File: src/rtl/axi4l_bridge_pkg.sv
// Shared types and constants for the AXI4-lite to native memory bridge.
package axi4l_bridge_pkg;

  typedef enum logic [2:0] {
    ST_IDLE,
    ST_RD,
    ST_WR,
    ST_RRESP,
    ST_BRESP
  } state_t;

  typedef enum logic {
    GNT_READ,
    GNT_WRITE
  } grant_t;

  localparam logic [31:0] DEFAULT_ERR_RDATA = 32'hDEADBEEF;

endpackage

File: src/rtl/axi4l_hold_reg.sv
// One-entry valid/ready holding register; ready comes straight from a flop.
module axi4l_hold_reg #(
  parameter int unsigned W = 32
) (
  input  logic         clk,
  input  logic         resetn,
  input  logic         in_valid,
  output logic         in_ready,
  input  logic [W-1:0] in_data,
  input  logic         clr,
  output logic         full,
  output logic [W-1:0] q
);

  // Ready is its own flop so it stays low during reset and rises one edge later.
  always_ff @(posedge clk or negedge resetn) begin
    if (!resetn) begin
      full     <= 1'b0;
      in_ready <= 1'b0;
      q        <= '0;
    end else if (in_valid && in_ready) begin
      full     <= 1'b1;
      in_ready <= 1'b0;
      q        <= in_data;
    end else if (clr) begin
      full     <= 1'b0;
      in_ready <= 1'b1;
    end else begin
      in_ready <= !full;
    end
  end

endmodule

File: src/rtl/axi4l_native_bridge.sv
// AXI4-lite slave converted to a single-outstanding native memory request,
// with a watchdog that aborts hung native transactions.
module axi4l_native_bridge
  import axi4l_bridge_pkg::*;
#(
  parameter int unsigned TIMEOUT   = 1024,
  parameter logic [31:0] ERR_RDATA = DEFAULT_ERR_RDATA
) (
  input  logic        clk,
  input  logic        resetn,
  input  logic        mem_axi_awvalid,
  output logic        mem_axi_awready,
  input  logic [31:0] mem_axi_awaddr,
  input  logic [2:0]  mem_axi_awprot,
  input  logic        mem_axi_wvalid,
  output logic        mem_axi_wready,
  input  logic [31:0] mem_axi_wdata,
  input  logic [3:0]  mem_axi_wstrb,
  output logic        mem_axi_bvalid,
  input  logic        mem_axi_bready,
  input  logic        mem_axi_arvalid,
  output logic        mem_axi_arready,
  input  logic [31:0] mem_axi_araddr,
  input  logic [2:0]  mem_axi_arprot,
  output logic        mem_axi_rvalid,
  input  logic        mem_axi_rready,
  output logic [31:0] mem_axi_rdata,
  output logic        mem_valid,
  output logic        mem_instr,
  input  logic        mem_ready,
  output logic [31:0] mem_addr,
  output logic [31:0] mem_wdata,
  output logic [3:0]  mem_wstrb,
  input  logic [31:0] mem_rdata,
  output logic        bus_error
);

  localparam int unsigned CW = $clog2(TIMEOUT);
  localparam logic [CW-1:0] CNT_MAX = CW'(TIMEOUT - 1);

  logic        ar_full, aw_full, w_full;
  logic        ar_clr, aw_clr, w_clr;
  logic [32:0] ar_q;
  logic [31:0] aw_q;
  logic [35:0] w_q;

  axi4l_hold_reg #(.W(33)) u_ar (
    .clk(clk), .resetn(resetn), .in_valid(mem_axi_arvalid), .in_ready(mem_axi_arready),
    .in_data({mem_axi_arprot[2], mem_axi_araddr}), .clr(ar_clr), .full(ar_full), .q(ar_q)
  );

  axi4l_hold_reg #(.W(32)) u_aw (
    .clk(clk), .resetn(resetn), .in_valid(mem_axi_awvalid), .in_ready(mem_axi_awready),
    .in_data(mem_axi_awaddr), .clr(aw_clr), .full(aw_full), .q(aw_q)
  );

  axi4l_hold_reg #(.W(36)) u_w (
    .clk(clk), .resetn(resetn), .in_valid(mem_axi_wvalid), .in_ready(mem_axi_wready),
    .in_data({mem_axi_wstrb, mem_axi_wdata}), .clr(w_clr), .full(w_full), .q(w_q)
  );

  logic unused_bits;
  assign unused_bits = ^{mem_axi_awprot, mem_axi_arprot[1:0], ar_q[1:0], aw_q[1:0]};

  state_t        state, state_d;
  grant_t        last_grant, last_grant_d;
  logic [CW-1:0] cnt, cnt_d;
  logic          mem_valid_d, mem_instr_d, rvalid_d, bvalid_d, bus_error_d;
  logic [31:0]   mem_addr_d, mem_wdata_d, rdata_d;
  logic [3:0]    mem_wstrb_d;
  logic          wr_go;

  // A pending read loses a tie only when the previous grant was a read.
  assign wr_go = aw_full && w_full && (!ar_full || last_grant == GNT_READ);

  always_comb begin
    state_d      = state;
    last_grant_d = last_grant;
    cnt_d        = cnt;
    mem_valid_d  = mem_valid;
    mem_instr_d  = mem_instr;
    mem_addr_d   = mem_addr;
    mem_wdata_d  = mem_wdata;
    mem_wstrb_d  = mem_wstrb;
    rvalid_d     = mem_axi_rvalid;
    bvalid_d     = mem_axi_bvalid;
    rdata_d      = mem_axi_rdata;
    bus_error_d  = bus_error;
    ar_clr       = 1'b0;
    aw_clr       = 1'b0;
    w_clr        = 1'b0;
    case (state)
      ST_IDLE: begin
        if (wr_go) begin
          state_d      = ST_WR;
          last_grant_d = GNT_WRITE;
          cnt_d        = '0;
          mem_valid_d  = 1'b1;
          mem_instr_d  = 1'b0;
          mem_addr_d   = {aw_q[31:2], 2'b00};
          mem_wdata_d  = w_q[31:0];
          mem_wstrb_d  = w_q[35:32];
        end else if (ar_full) begin
          state_d      = ST_RD;
          last_grant_d = GNT_READ;
          cnt_d        = '0;
          mem_valid_d  = 1'b1;
          mem_instr_d  = ar_q[32];
          mem_addr_d   = {ar_q[31:2], 2'b00};
          mem_wdata_d  = '0;
          mem_wstrb_d  = '0;
        end
      end
      ST_RD, ST_WR: begin
        // A completion in the watchdog's final cycle takes priority over the abort.
        if (mem_ready || cnt == CNT_MAX) begin
          mem_valid_d = 1'b0;
          if (!mem_ready) bus_error_d = 1'b1;
          if (state == ST_RD) begin
            ar_clr   = 1'b1;
            rvalid_d = 1'b1;
            rdata_d  = mem_ready ? mem_rdata : ERR_RDATA;
            state_d  = ST_RRESP;
          end else begin
            aw_clr   = 1'b1;
            w_clr    = 1'b1;
            bvalid_d = 1'b1;
            state_d  = ST_BRESP;
          end
        end else begin
          cnt_d = cnt + 1'b1;
        end
      end
      ST_RRESP: begin
        if (mem_axi_rready) begin
          rvalid_d = 1'b0;
          state_d  = ST_IDLE;
        end
      end
      ST_BRESP: begin
        if (mem_axi_bready) begin
          bvalid_d = 1'b0;
          state_d  = ST_IDLE;
        end
      end
      default: state_d = ST_IDLE;
    endcase
  end

  always_ff @(posedge clk or negedge resetn) begin
    if (!resetn) begin
      state          <= ST_IDLE;
      last_grant     <= GNT_WRITE;
      cnt            <= '0;
      mem_valid      <= 1'b0;
      mem_instr      <= 1'b0;
      mem_addr       <= '0;
      mem_wdata      <= '0;
      mem_wstrb      <= '0;
      mem_axi_rvalid <= 1'b0;
      mem_axi_bvalid <= 1'b0;
      mem_axi_rdata  <= '0;
      bus_error      <= 1'b0;
    end else begin
      state          <= state_d;
      last_grant     <= last_grant_d;
      cnt            <= cnt_d;
      mem_valid      <= mem_valid_d;
      mem_instr      <= mem_instr_d;
      mem_addr       <= mem_addr_d;
      mem_wdata      <= mem_wdata_d;
      mem_wstrb      <= mem_wstrb_d;
      mem_axi_rvalid <= rvalid_d;
      mem_axi_bvalid <= bvalid_d;
      mem_axi_rdata  <= rdata_d;
      bus_error      <= bus_error_d;
    end
  end

endmodule

File: config.mk
export PLATFORM = sky130hd
export DESIGN_NAME = axi4l_native_bridge
export DESIGN_NICKNAME = d
export VERILOG_FILES = /design/src/rtl/axi4l_bridge_pkg.sv /design/src/rtl/axi4l_hold_reg.sv /design/src/rtl/axi4l_native_bridge.sv
export SDC_FILE = /design/constraint.sdc
export NUM_CORES = 1
export LEC_CHECK = 0
export CORE_MARGIN = 8
export CORE_UTILIZATION = 36
export CTS_CLUSTER_DIAMETER = 150
export DETAILED_ROUTE_END_ITERATION = 10
export HOLD_SLACK_MARGIN = 0.05
export PLACE_DENSITY = 0.68
export SLEW_MARGIN = 20
export SYNTH_ARGS = -nofsm -noshare
export SYNTH_HDL_FRONTEND = slang
export SYNTH_SLANG_ARGS = --single-unit
File: constraint.sdc
create_clock -name clk -period 1.75 [get_ports clk]
set_input_delay 0.35 -clock clk [delete_from_list [all_inputs] [get_ports clk]]
set_output_delay 0.35 -clock clk [all_outputs]
set_load 0.05 [all_outputs]
==> summary.txt, run 1 <==
Outcome -> complete, no violations
IO Count -> 254
Post-CTS Setup Bufs -> 0
Top FF cell, synth -> dfrtp_1
End point of the critical path -> cnt[7]
Post-Synthesis Cells -> 621
Reg-to-reg startpoint -> cnt[1]
Total number of vias -> 6021
Yosys top cell area share -> 63.1%
ANT cells -> 0
Max-capacitance violation count -> 0
CP peak stage delay -> 0.38 ns
Asr flop ratio synth -> 100%
GRT Residual Overflow -> 0
Endpoints failing setup -> 0
Setup WS post-layout -> 0.0886 ns
Die W -> 171 um
Final nets -> 1037
WL final -> 22500 um
Max frequency -> 602 MHz
Leak -> 0.00557 uW
Antenna Nets Post-Route -> 0
Worst EP arrival -> 2.05 ns
Minimum clock period -> 1.66 ns
Total CTS buffers -> 24
Clk slew on worst S/H paths -> 0.06 ns
R2r worst-path depth -> 5
GRT Util Overall -> 15.1%
RSZ-0062 raised after global routing -> false
Final Max Slew Viols -> 0
Clock buffer depth -> 3
Port Buf Inserts -> 242
Area after DPL -> 11500 um^2
DR iter-0 viols -> 300
Count of final hold-check violations -> 0
Area leader, netlist -> dfrtp_1
Final Skew -> 0.0116 ns
Layout cell share with drive strength beyond 1 -> 33.3%
DP Worst Slack -> -0.0755 ns
Critical Path Start -> cnt[1]
WL per Instance -> 18.3 um
DIE AREA -> 29300 um^2
Detailed placer's ending HPWL -> 16000 um
Fillers -> 2130
Vias in the first global route -> 6411
Yosys cell types -> 55
Number of synthesized flops with an enable pin -> 0
Die Span Y -> 171 um
Total Power -> 25500 uW
Reg2reg end -> cnt[7]
Synthesis-stage register bit count -> 220
Layout area overhead -> 41.3%
Largest cells by area after synthesis -> dfrtp_1, mux2_2, a22o_1
Worst Path Class, Setup -> reg2reg
Post-synthesis instance area -> 8680 um^2
Min-delay worst type -> in2async
TritonCTS clock tree -> done
Clk root buf -> clkbuf_16
Starting Density -> 36.2%
CP required -> 2.14 ns
Critical-path cell list -> ha_2 -> and3_4 -> a41o_4 -> o311a_1 -> a211o_1
Top-count cell post-synth -> dfrtp_1
H-Tree Level Count -> 1
Most frequent cells after synthesis -> dfrtp_1, mux2_2, nand2_1
CP max-delay cell -> dfrtp_1
Synth warn -> 0
CP max FO -> 6
# rows -> 57
Worst VDD drop -> 959 uV
Worst skew pair latency -> 0.51 ns
Avg Synthesized Cell Area -> 14.0 um^2
GPL Wtd Cong -> 0.793
Final Cycle Share -> 94.9%
Antenna violations before repair -> 0
Seq/Total Area, Yosys -> 63.5%
Fin cells -> 1231
Via/cell ratio -> 4.89
Crit path depth -> 5
Buf/Inv on CP -> 0
Pwr/cell area -> 2080 nW/um^2
Final Cell Area -> 12300 um^2
Largest net degree at the start of global routing -> 70
First-pass GRT wire length -> 35400 um
Worst Setup End Kind -> register
DRC -> 0
Hold Slack -> 0.363 ns
Cell family with most CP delay -> compound AO/OA/AOI/OAI gates
Dpl cells -> 1187
Core box area -> 24000 um^2
Crit path launch type -> register
Register-to-register setup slack -> 0.09 ns
CTS sink cnt -> 220
Number of detailed-route iterations in the first pass -> 4
[flip-flops by register name, summed over array words and instances, names as in the netlist, 3 cells and up]
signal,flops
mem_axi_rdata,32
u_ar.q,31
u_aw.q,30
cnt,10
state,3
mem_wdata,32
mem_addr,30
u_w.q,36
mem_wstrb,4
[timing repair]
action	CTS	global route
endpoints found under the hold margin	41	0
endpoints found under the setup margin	0	2
gates resized for setup	0	1
hold buffers	1	0
[cell families (layout without fill, tap and decap cells)]
family | Yosys count | in the layout | synth area share, %
AO/OA/AOI/OAI | 140 | 140 | 12.5
XOR/XNOR | 1 | 1 | 0.101
adder cells (fa/ha/maj) | 1 | 1 | 0.144
buffers and inverters | 47 | 332 | 2.78
flip-flops | 220 | 220 | 63.5
multiplexers | 128 | 128 | 16.2
other | 1 | 2 | 0.0432
AND/OR/NAND/NOR | 83 | 83 | 4.83
[where the power goes]
group	internal [uW]	total, uW	switching [uW]
clock network	2780	4760	1980
registers	7450	8730	1290
logic	4870	12100	7190
total	15100	25500	10500
[area by class of cell]
class                           count  area (um^2)  area share, %
Inverter                            9         33.8          0.275
Timing Repair Buffer              280         2610           21.3
Clock inverter                      8         45.0          0.367
Clock buffer                       35          703           5.73
Tap cell                          324          405           3.31
Sequential cell                   220         5510           44.9
Multi-Input combinational cell    355         2960           24.1
[worst register-to-register path, stage by stage (launching register included)]
cell and delay, ns:
dfrtp_1 0.38, ha_2 0.20, and3_4 0.19, a41o_4 0.23, o311a_1 0.28, a211o_1 0.26
[layer usage]
layer / GRT usage, % / wire [um] / vias to the layer above
met5: 0 / 0 / -
met4: 3.48 / 485 / 0
met3: 4.73 / 1770 / 33
met2: 25.8 / 11100 / 158
met1: 18.4 / 9220 / 3029
li1: - / - / 2801
[cell usage in the layout, fill, tap and decap left out, types with 5 or more instances in the layout]
cell             Yosys  final
clkbuf_16            0     25
clkdlybuf4s50_1      0    135
o22a_2               5      5
nand3_1              6      5
mux2i_1             30     30
o22a_1              19     19
clkbuf_1            17      6
dfrtp_1            219    219
buf_12               0     13
a31oi_1              9      9
buf_4                5    130
inv_1                9      9
a21oi_1              6      6
mux2_2              98     98
nand2_1             48     46
clkinv_2             0      6
a22o_1              46     46
o21ai_0             34     34
[how the worst min path moves through the flow]
stage | depth (start not counted) | to
6_report | 2 | u_ar.q[4]
5_1_grt | 2 | mem_addr[4]
4_1_cts | 2 | u_ar.q[4]
3_5_place_dp | 1 | u_ar.q[4]
3_3_place_gp | 1 | u_ar.q[4]
2_1_floorplan | 0 | bus_error
[through the flow]
stage	TNS [ns]	util (%)
global route	0	51.2
detailed placement	-1.05	48.0
finish	0	51.2
global placement	-0.503	48.0
floorplan	-0.696	-
CTS	0	51.2
No activity file was read; power rests on OpenSTA's default activity.
==> inputs of run 2 (changes only) <==
--- a/config.mk
+++ b/config.mk
@@ -5,6 +5,7 @@
 export SDC_FILE = /design/constraint.sdc
 export NUM_CORES = 1
 export LEC_CHECK = 0
+export CAP_MARGIN = 10
 export CORE_MARGIN = 8
 export CORE_UTILIZATION = 36
 export CTS_CLUSTER_DIAMETER = 150
==> results of run 2 <==
Final layout, timing and power as in run 1 (identical DEF).
==> inputs of run 3 (changes only) <==
--- a/config.mk
+++ b/config.mk
@@ -5,13 +5,14 @@
 export SDC_FILE = /design/constraint.sdc
 export NUM_CORES = 1
 export LEC_CHECK = 0
+export ABC_AREA = 1
 export CAP_MARGIN = 10
 export CORE_MARGIN = 8
 export CORE_UTILIZATION = 36
 export CTS_CLUSTER_DIAMETER = 150
 export DETAILED_ROUTE_END_ITERATION = 10
 export HOLD_SLACK_MARGIN = 0.05
-export PLACE_DENSITY = 0.68
+export PLACE_DENSITY = 0.67
 export SLEW_MARGIN = 20
 export SYNTH_ARGS = -nofsm -noshare
 export SYNTH_HDL_FRONTEND = slang
==> summary.txt, run 3 <==
Outcome -> complete, no violations
Port Buf Inserts -> 242
Top-count cell post-synth -> nand2_1
Worst VDD drop -> 1260 uV
Fin cells -> 1561
Yosys top cell area share -> 60.9%
Vias in the first global route -> 7154
WL final -> 23500 um
Fillers -> 2318
Starting Density -> 36.2%
GRT Residual Overflow -> 0
Min-delay worst type -> in2async
Via/cell ratio -> 4.50
Area after DPL -> 11700 um^2
Clk root buf -> clkbuf_16
CP max FO -> 33
Final Max Slew Viols -> 0
Core box area -> 24900 um^2
Post-synthesis instance area -> 9000 um^2
Reg-to-reg startpoint -> cnt[0]
Seq/Total Area, Yosys -> 61.2%
Multi-input logic area -> 2870 um^2
Critical-path cell list -> ha_2 -> nand2_1 -> nor2_4 -> nand3_2 -> nand2_4 -> nand3_4 -> buf_12 -> a21oi_1
Final Skew -> 0.00633 ns
Area leader, netlist -> dfrtp_1
Setup TNS -> 0 ns
Total Power -> 26400 uW
GPL Wtd Cong -> 0.755
Dpl cells -> 1513
Cell family with most CP delay -> simple AND/OR/NAND/NOR gates
R2r worst-path depth -> 8
Crit path launch type -> register
CP max-delay cell -> dfrtp_1
CTS sink cnt -> 220
Layout area overhead -> 39.6%
Post-Synthesis Cells -> 961
CP peak stage delay -> 0.37 ns
Leak -> 0.00631 uW
Worst Setup End Kind -> register
Largest registers -> u_w.q (36), mem_axi_rdata (32), mem_wdata (32)
IO Count -> 254
CP required -> 2.19 ns
Buf/Inv on CP -> 1
Avg Synthesized Cell Area -> 9.37 um^2
Register-to-register setup slack -> 0.14 ns
Final nets -> 1359
Die Span Y -> 174 um
Top FF cell, synth -> dfrtp_1
Hold Slack -> 0.321 ns
DIE AREA -> 30300 um^2
Seq. cell area -> 5510 um^2
TritonCTS clock tree -> done
Reg2reg end -> mem_axi_rdata[28]
Number of detailed-route iterations in the first pass -> 4
Worst EP arrival -> 2.04 ns
Largest cells by area after synthesis -> dfrtp_1, nand2_1, a21oi_1
DRC -> 0
DR iter-0 viols -> 402
Clk slew on worst S/H paths -> 0.06 ns
Most common cell after layout, fill and taps aside -> nand2_1
Layout cell share with drive strength beyond 1 -> 19.7%
First-pass GRT wire length -> 38100 um
Die W -> 174 um
Final Cycle Share -> 91.8%
Endpoints failing setup -> 0
H-Tree Level Count -> 1
Synth warn -> 0
Max-capacitance violation count -> 0
Count of final hold-check violations -> 0
Worst skew pair latency -> 0.52 ns
Minimum clock period -> 1.61 ns
WL per Instance -> 15.1 um
Total CTS buffers -> 25
Worst Path Class, Setup -> reg2reg
Antenna violations before repair -> 0
Largest net degree at the start of global routing -> 62
Number of synthesized flops with an enable pin -> 0
Reg with most FFs -> u_w.q
ANT cells -> 0
Max reg flops -> 36
Most frequent cells in the layout -> nand2_1, dfrtp_1, clkdlybuf4s50_1
Synthesis-stage register bit count -> 220
Clock buffer depth -> 3
Total number of vias -> 7032
RSZ-0062 raised after global routing -> false
Yosys cell types -> 33
Final Cell Area -> 12600 um^2
Detailed placer's ending HPWL -> 16400 um
GRT Util Overall -> 15.2%
Max frequency -> 623 MHz
Pwr/cell area -> 2100 nW/um^2
Most frequent cells after synthesis -> nand2_1, dfrtp_1, inv_1
Asr flop ratio synth -> 100%
Antenna Nets Post-Route -> 0
# rows -> 58
==> run 3: worst register-to-register path, delay by kind of cell, from the launching register on <==
family | cells | cell delay [ns]
compound gates | 1 | 0.18
fa+ha+maj | 1 | 0.21
simple gates | 5 | 0.59
flops | 1 | 0.37
buf+inv | 1 | 0.17
==> run 3: timing repair <==
action                                  4_1_cts  5_1_grt
buffers inserted                              0        1
endpoints found under the setup margin        0       48
endpoints found under the hold margin        38        0
hold buffers                                  1        0
gates resized for setup                       0        5
==> run 3: final cells by class <==
| class | count | share of cell area (%) |
|---|---|---|
| Clock inverter | 13 | 1.28 |
| Tap cell | 330 | 3.28 |
| Sequential cell | 220 | 43.8 |
| Inverter | 111 | 3.35 |
| Multi-Input combinational cell | 588 | 22.9 |
| Clock buffer | 33 | 5.37 |
| Timing Repair Buffer | 266 | 20.0 |
==> run 3: worst max path at each step <==
stage          slack, ns  cells after the start                 to           from
5_1_grt            0.004                      9  mem_axi_rdata[24]         cnt[0]
3_3_place_gp        0.02                      6             cnt[6]      mem_ready
2_1_floorplan       0.17                      3         u_ar.q[23]  u_ar.in_ready
3_5_place_dp       -0.02                      6             cnt[6]      mem_ready
6_report            0.14                      8  mem_axi_rdata[28]         cnt[0]
4_1_cts           0.0002                      8             cnt[6]         cnt[0]
==> run 3: through the flow <==
| stage | setup WS, ns | util (%) |
|---|---|---|
| after floorplan | 0.171 | - |
| after global placement | 0.0173 | 47.0 |
| after detailed placement | -0.0216 | 47.0 |
| after CTS | 0.000178 | 50.4 |
| after global routing | 0.00358 | 50.5 |
| final | 0.144 | 50.5 |
==> run 3: per-layer routing <==
layer / share of wire (%) / vias to the layer above / track usage, %
li1: - / 3490 / -
met1: 44 / 3307 / 19.4
met2: 47 / 202 / 24.5
met3: 7.3 / 33 / 4.77
met4: 2.2 / 0 / 4.38
met5: 0 / - / 0
==> run 3: cell families after synthesis <==
logic type                 Yosys count  synth area share (%)
other                                1                0.0416
and+or+nand+nor                    390                  18.2
buffers and inverters              154                  7.25
xor gates and xnor gates             2                 0.195
adders and majority gates            1                 0.139
DFF                                220                  61.2
AOI/OAI and AO/OA                  161                  9.02
muxes                               32                  4.00
==> run 3: power by group <==
group          leakage, uW  internal (uW)  switching [uW]
clock network     0.000409           3180            2100
logic              0.00330           4170            8550
registers          0.00260           7390            1060
